==> src/rtl/three_way_pkg.sv <==
// Shared 3-Way cipher types and the theta diffusion transform.
// Key-schedule and inverse-cipher blocks reuse theta() from here.
package three_way_pkg;

  typedef logic [31:0] word_t;
  typedef logic [95:0] block_t;

  // One output word of theta; x is the word in the same lane, y and z are the next two lanes.
  function automatic word_t thetaLane(input word_t x, input word_t y, input word_t z);
    return x ^ (x >> 16) ^ (y << 16) ^ (y >> 16) ^ (z << 16) ^ (y >> 24) ^ (z << 8)
             ^ (z >> 8) ^ (x << 24) ^ (z >> 16) ^ (x << 16) ^ (z >> 24) ^ (x << 8);
  endfunction

  function automatic block_t theta(input block_t a);
    word_t a0, a1, a2;
    a0 = a[31:0];
    a1 = a[63:32];
    a2 = a[95:64];
    return {thetaLane(a2, a0, a1), thetaLane(a1, a2, a0), thetaLane(a0, a1, a2)};
  endfunction

endpackage

==> src/rtl/linear_theta.sv <==
// Theta diffusion layer of the 3-Way round datapath.
// Optionally registers the result for one cycle of latency with valid tracking.
module linear_theta
  import three_way_pkg::*;
#(
  parameter bit REGISTERED = 1'b1
) (
  input  logic        clk,
  input  logic        rst,
  input  logic        in_valid,
  input  logic [95:0] iword,
  output logic        out_valid,
  output logic [95:0] oword
);

  block_t thetaResult;
  assign thetaResult = theta(iword);

  if (REGISTERED) begin : gReg
    block_t oword_q, oword_d;
    logic   out_valid_q, out_valid_d;

    assign oword_d     = thetaResult;
    assign out_valid_d = in_valid;

    // The data path updates every cycle; consumers qualify it with out_valid.
    always_ff @(posedge clk) begin
      if (rst) begin
        oword_q     <= '0;
        out_valid_q <= 1'b0;
      end else begin
        oword_q     <= oword_d;
        out_valid_q <= out_valid_d;
      end
    end

    assign oword     = oword_q;
    assign out_valid = out_valid_q;
  end else begin : gComb
    logic unusedClkRst;
    assign unusedClkRst = clk ^ rst;

    assign oword     = thetaResult;
    assign out_valid = in_valid;
  end

endmodule

==> config.mk <==
export PLATFORM = sky130hd
export DESIGN_NAME = linear_theta
export DESIGN_NICKNAME = d
export VERILOG_FILES = /design/src/rtl/three_way_pkg.sv /design/src/rtl/linear_theta.sv
export SDC_FILE = /design/constraint.sdc
export NUM_CORES = 1
export LEC_CHECK = 0
export CELL_PAD_IN_SITES_DETAIL_PLACEMENT = 1
export CELL_PAD_IN_SITES_GLOBAL_PLACEMENT = 1
export CORE_ASPECT_RATIO = 1.2
export CORE_MARGIN = 5
export CORE_UTILIZATION = 34
export DETAILED_ROUTE_END_ITERATION = 8
export MAX_ROUTING_LAYER = met4
export PLACE_DENSITY_LB_ADDON = 0.1
export SLEW_MARGIN = 20
export SYNTH_ARGS = -nofsm -noshare
export SYNTH_HDL_FRONTEND = slang
export SYNTH_SLANG_ARGS = --single-unit
==> constraint.sdc <==
create_clock -name clk -period 2.1 [get_ports clk]
set_clock_uncertainty 0.2 [all_clocks]
set_input_delay 0.42 -clock clk [delete_from_list [all_inputs] [get_ports clk]]
set_output_delay 0.42 -clock clk [all_outputs]
set_load 0.005 [all_outputs]
==> summary.txt, run 1 <==
maximum operating frequency: 0.544 GHz
number of DRC violations after detailed-routing iteration 0: 86
standard-cell rows: 51
share of synthesized area occupied by flip-flops and latches: 34.2%
post-synthesis instance area: 5680 um2
final worst-path cycle share: 87.6%
outcome: finished, final reports clean
crit path buf inv count: 1
Critical Path Start Type: flop
deepest clock path buffer count: 2
cell count after synthesis: 589
number of clock sinks seen by CTS: 97
cell with the largest stage delay on the worst path: sky130_fd_sc_hd__clkdlybuf4s50_1
number of flops mapped to enable cells by yosys: 0
cell chain of the critical path: clkdlybuf4s50_1
I/O pin count: 196
synth-to-layout area growth: 52.7%
Worst-path clk slew: 0.07 ns
maximum net fanout on the critical path: 1
number of synthesized register bits: 97
post_cts resized: 0
M1 wire length: 5940 um
Period minus WS final: 1.84 ns
area of the core region: 16,300 um2
Antenna Diode Count: 0
Die Outline Area: 19,400 um2
post-layout net count: 944
cts-stage hold buffer count: 0
top layer reached by signal wires: met4
average cell area after synthesis: 9.64 um2
root buffer cell: sky130_fd_sc_hd__clkbuf_16
length of routed met3 wiring: 1130 um
net count after synthesis: 688
starting density of the core: 34.8%
average routed wire per standard cell: 14.9 um
Least-Margin Pin Slew: 0.647 ns
placer congestion estimate: 0.899
Pwr Density: 811 nW/um2
total setup buffers inserted after CTS: 0
worst-case headroom to the max-slew limit: 56.5%
start-to-end type of the worst setup path: reg -> out
HPWL after DPL: 13,400 um
ys flop type: sky130_fd_sc_hd__dfxtp_1
die span in x: 128 um
Yosys top cell by area: sky130_fd_sc_hd__xnor2_1
H-Tree Depth: 3
standby leakage power: 3.19 nW
length of the first detailed-routing pass in iterations: 4
asr flop ratio synth: 0%
initial antenna violation count: 0
global-route wire length before repair: 25,600 um
proportion of netlist area held by the largest area contributor: 45.3%
Routed met2 length: 8630 um
path type of the worst min-delay path: in -> reg
Max Transition Viols Final: 0
sum of internal, switching and leakage power: 7.03 mW
final worst hold slack: 0.283 ns
Critical Path Sink Type: primary output
overall routing resource usage: 17.1%
yosys warns: 0
stage delay of the slowest cell on the critical path: 0.53 ns
antenna violation net count after detailed routing: 0
cell with the most instances after synthesis: sky130_fd_sc_hd__xnor2_1
Vert. Die Dim: 152 um
routed wire length: 15,900 um
setup repair after global routing missed its margin: false
DR vias/cell: 4.23
post-route DRC violation count: 0
Post-Place Cells: 1,046
worst IR drop on VDD: 0.441 mV
cells taking the most area after synthesis: sky130_fd_sc_hd__xnor2_1 (45%), sky130_fd_sc_hd__dfxtp_1 (34%), sky130_fd_sc_hd__xor2_1 (9.7%)
count of vias placed by the detailed router: 4,491
overflow left after global routing: 0
Final Hold Fails: 0
total CTS buffers: 9
setup TNS: 0 ns
most frequent cells after synthesis: sky130_fd_sc_hd__xnor2_1 (294), sky130_fd_sc_hd__dfxtp_1 (97), sky130_fd_sc_hd__nor2_1 (91)
largest net degree at the start of global routing: 36
number of global-route vias before repair: 5,196
arrival time reported for the critical path endpoint: 1.22 ns
Layout Cells excl Fill: 1,061
library cells used by synthesis: 17
required arrival time at the worst endpoint: 1.48 ns
share of cells above drive strength 1: 11.1%
input/output buffers: 195
clock tree from TritonCTS: built
number of setup violations in the final report: 0
Max Cap Violations: 0
cell family with most CP delay: buffers and inverters
[state kept, by name, indices dropped and copies added, names as in the netlist]
name       count
oword         96
out_valid      1
[layout by cell type (no fill, tap or decap), drive strengths merged]
cell type      count
a21oi              2
buf               77
bufinv             1
clkbuf            11
clkdlybuf4s50    194
clkinv             2
dfxtp             97
inv                1
nand2              4
nor2              91
nor2b              4
nor3b              2
or2                2
xnor2            295
xor2              64
xor3               2
[cell families after synthesis]
family / synth area share, %
xor+xnor: 56.5
flops: 34.2
compound gates: 0.176
simple gates: 7.20
buf+inv: 1.98
[layout make-up]
class	instances	area [um2]
well taps	212	265
multi-input cells	466	3630
fillers	1876	7660
clock inverters	4	52.6
clock buffers	11	243
flip-flops and latches	97	1940
repair buffers	271	2540
[where the power goes]
group / switching [mW] / internal [mW] / total, mW
registers: 0.112 / 2.23 / 2.34
logic: 1.22 / 1.82 / 3.03
clock network: 0.699 / 0.955 / 1.65
total: 2.03 / 5.00 / 7.03
[final timing paths]
kind	start	endpoint	slack [ns]	cells after the start
setup / recovery	oword[87]$_SDFF_PP0_	oword[87]	0.26	1
hold / removal	rst	oword[24]$_SDFF_PP0_	0.28	2
[per-stage QoR]
stage               setup slack [ns]  instance area, um2  util, %
finish                         0.261                8670     53.1
global route                   0.179                8670     53.1
CTS                            0.215                8670     53.1
detailed placement           -0.0761                8380     51.3
global placement             -0.0360                8380     51.3
floorplan                      0.444                5680        -
[routing by layer]
layer  track usage, %  vias to the layer above
met4             3.98                        0
met3             5.72                       10
li1                 -                     2277
met2             32.5                      112
met5                -                        -
met1             16.8                     2092
Note: power is estimated with default switching activity, not from simulation.
==> run 2, diff against run 1 <==
--- a/config.mk
+++ b/config.mk
@@ -13,6 +13,7 @@
 export DETAILED_ROUTE_END_ITERATION = 8
 export MAX_ROUTING_LAYER = met4
 export PLACE_DENSITY_LB_ADDON = 0.1
+export SETUP_SLACK_MARGIN = 0.5
 export SLEW_MARGIN = 20
 export SYNTH_ARGS = -nofsm -noshare
 export SYNTH_HDL_FRONTEND = slang
==> run 2 against run 1 <==
  * Sequential share of layout area down 1.8 points
  * Final cell count up 1.2%
  * First-iteration DRC count up 4.7%
  * Total power up 0.81%
  * Core utilization up 4.8 points
  * Count of clock-buffer cells in the layout down 1
  * Critical path type is now in -> reg
  * Largest cell class unchanged
==> summary.txt, run 2 (synthesized netlist as in run 1, its figures left out) <==
Least-Margin Pin Slew: 0.401 ns (was 0.647 ns)
Max Cap Violations: 0 (unchanged)
post-layout net count: 949 (was 944)
input/output buffers: 195 (unchanged)
Critical Path Start Type: primary input (was flop)
maximum operating frequency: 0.619 GHz (was 0.544 GHz)
sum of internal, switching and leakage power: 7.09 mW (was 7.03 mW)
standby leakage power: 4.31 nW (was 3.19 nW)
Final Hold Fails: 0 (unchanged)
final worst-path cycle share: 76.9% (was 87.6%)
routed wire length: 17,400 um (was 15,900 um)
Post-Place Cells: 1,040 (was 1,046)
post-route DRC violation count: 0 (unchanged)
clock tree from TritonCTS: built (unchanged)
end point of the most critical hold path: oword[14]$_SDFF_PP0_ (was oword[24]$_SDFF_PP0_)
count of vias placed by the detailed router: 4,613 (was 4,491)
multi-input gate area in the final layout: 4490 um2 (was 3630 um2)
root buffer cell: sky130_fd_sc_hd__clkbuf_16 (unchanged)
number of cells on the worst hold path: 2 (unchanged)
required arrival time at the worst endpoint: 2.14 ns (was 1.48 ns)
outcome: finished, final reports clean (unchanged)
worst-case headroom to the max-slew limit: 73.2% (was 56.5%)
arrival time reported for the critical path endpoint: 1.65 ns (was 1.22 ns)
Vert. Die Dim: 152 um (unchanged)
flip-flop count of the largest register after layout: 96 (unchanged)
Worst-path clk slew: 0.08 ns (was 0.07 ns)
number of clock sinks seen by CTS: 97 (unchanged)
sequential cell area: 1950 um2 (was 1940 um2)
initial antenna violation count: 7 (was 0)
share of cells above drive strength 1: 23.6% (was 11.1%)
final worst hold slack: 0.275 ns (was 0.283 ns)
deepest clock path buffer count: 2 (unchanged)
post-placement setup slack: -0.104 ns (was -0.0761 ns)
HPWL after DPL: 13,600 um (was 13,400 um)
standard-cell rows: 51 (unchanged)
setup repair after global routing missed its margin: false (unchanged)
start-to-end type of the worst setup path: in -> reg (was reg -> out)
length of the first detailed-routing pass in iterations: 4 (unchanged)
critical path startpoint: iword[52] (was oword[87]$_SDFF_PP0_)
H-Tree Depth: 3 (unchanged)
overall routing resource usage: 18.2% (was 17.1%)
Max Transition Viols Final: 0 (unchanged)
Pwr Density: 750 nW/um2 (was 811 nW/um2)
Period minus WS final: 1.62 ns (was 1.84 ns)
commonest non-fill, non-tap cell in the layout: sky130_fd_sc_hd__xnor2_1 (unchanged)
synth-to-layout area growth: 66.5% (was 52.7%)
Min-Delay Startpoint: rst (unchanged)
Layout Cells excl Fill: 1,074 (was 1,061)
largest net degree at the start of global routing: 39 (was 36)
total CTS buffers: 9 (unchanged)
average routed wire per standard cell: 16.2 um (was 14.9 um)
antenna violation net count after detailed routing: 0 (unchanged)
number of setup violations in the final report: 0 (unchanged)
Critical Path Sink Type: flop (was primary output)
area of the core region: 16,300 um2 (unchanged)
overflow left after global routing: 0 (unchanged)
starting density of the core: 34.8% (unchanged)
Die Outline Area: 19,400 um2 (unchanged)
placer congestion estimate: 0.863 (was 0.899)
die span in x: 128 um (unchanged)
maximum net fanout on the critical path: 3 (was 1)
cts-stage hold buffer count: 0 (unchanged)
I/O pin count: 196 (unchanged)
number of global-route vias before repair: 5,221 (was 5,196)
worst IR drop on VDD: 0.437 mV (was 0.441 mV)
path type of the worst min-delay path: in -> reg (unchanged)
final-layout fill cell count: 1,816 (was 1,876)
DR vias/cell: 4.30 (was 4.23)
global-route wire length before repair: 26,900 um (was 25,600 um)
leading cell types in the layout, fill and taps excluded: sky130_fd_sc_hd__xnor2_1 (215), sky130_fd_sc_hd__dlygate4sd2_1 (166), sky130_fd_sc_hd__dfxtp_1 (94) (was sky130_fd_sc_hd__xnor2_1 (294), sky130_fd_sc_hd__clkdlybuf4s50_1 (194), sky130_fd_sc_hd__dfxtp_1 (97))
number of DRC violations after detailed-routing iteration 0: 90 (was 86)
fin worst setup slack: 0.485 ns (was 0.261 ns)
setup TNS: 0 ns (unchanged)
run 2: worst max-delay path, stage by stage:
cell,delay [ns]
sky130_fd_sc_hd__clkdlybuf4s50_1,0.45
sky130_fd_sc_hd__xnor2_1,0.22
sky130_fd_sc_hd__buf_4,0.18
sky130_fd_sc_hd__xnor2_1,0.14
sky130_fd_sc_hd__xnor2_1,0.17
sky130_fd_sc_hd__nor2_1,0.06
run 2: how the worst max path moves through the flow:
| stage | end | cells after the start |
|---|---|---|
| 6_report | oword[60]$_SDFF_PP0_ | 6 |
| 5_1_grt | oword[60]$_SDFF_PP0_ | 6 |
| 4_1_cts | oword[6] | 1 |
| 3_5_place_dp | oword[69]$_SDFF_PP0_ | 5 |
| 3_3_place_gp | oword[61]$_SDFF_PP0_ | 5 |
| 2_1_floorplan | oword[41]$_SDFF_PP0_ | 5 |
run 2: timing repair:
item / in CTS / in global routing
buffers inserted: 9 / 2
pin swaps: 31 / 16
endpoints found under the hold margin: 0 / 0
endpoints found under the setup margin: 193 / 67
gates resized for setup: 259 / 47
run 2: through the flow:
step / utilization [%] / cell area [um2]
global route: 57.9 / 9460
finish: 57.9 / 9460
global placement: 51.1 / 8340
CTS: 56.2 / 9170
detailed placement: 51.1 / 8340
floorplan: - / 5690
run 2: where the power goes:
group | total (mW) | internal [mW] | switching [mW]
logic | 3.06 | 1.69 | 1.38
clock network | 1.70 | 0.944 | 0.751
registers | 2.33 | 2.23 | 0.0989
total | 7.09 | 4.86 | 2.23
run 2: area by class of cell:
type	count	area share [%]
clock buffer	10	2.42
timing repair buffer	276	25.8
tap	212	2.81
antenna	7	0.185
sequential	97	20.6
multi-input combinational	466	47.5
clock inverter	6	0.768
run 2: metal layers:
metal / GRT usage, % / part of all wire [%] / vias up
li1: - / - / 2280
met1: 18.9 / 39 / 2199
met2: 34.0 / 55 / 121
met3: 5.29 / 5.7 / 13
met4: 4.19 / 1.2 / 0
met5: - / 0 / -
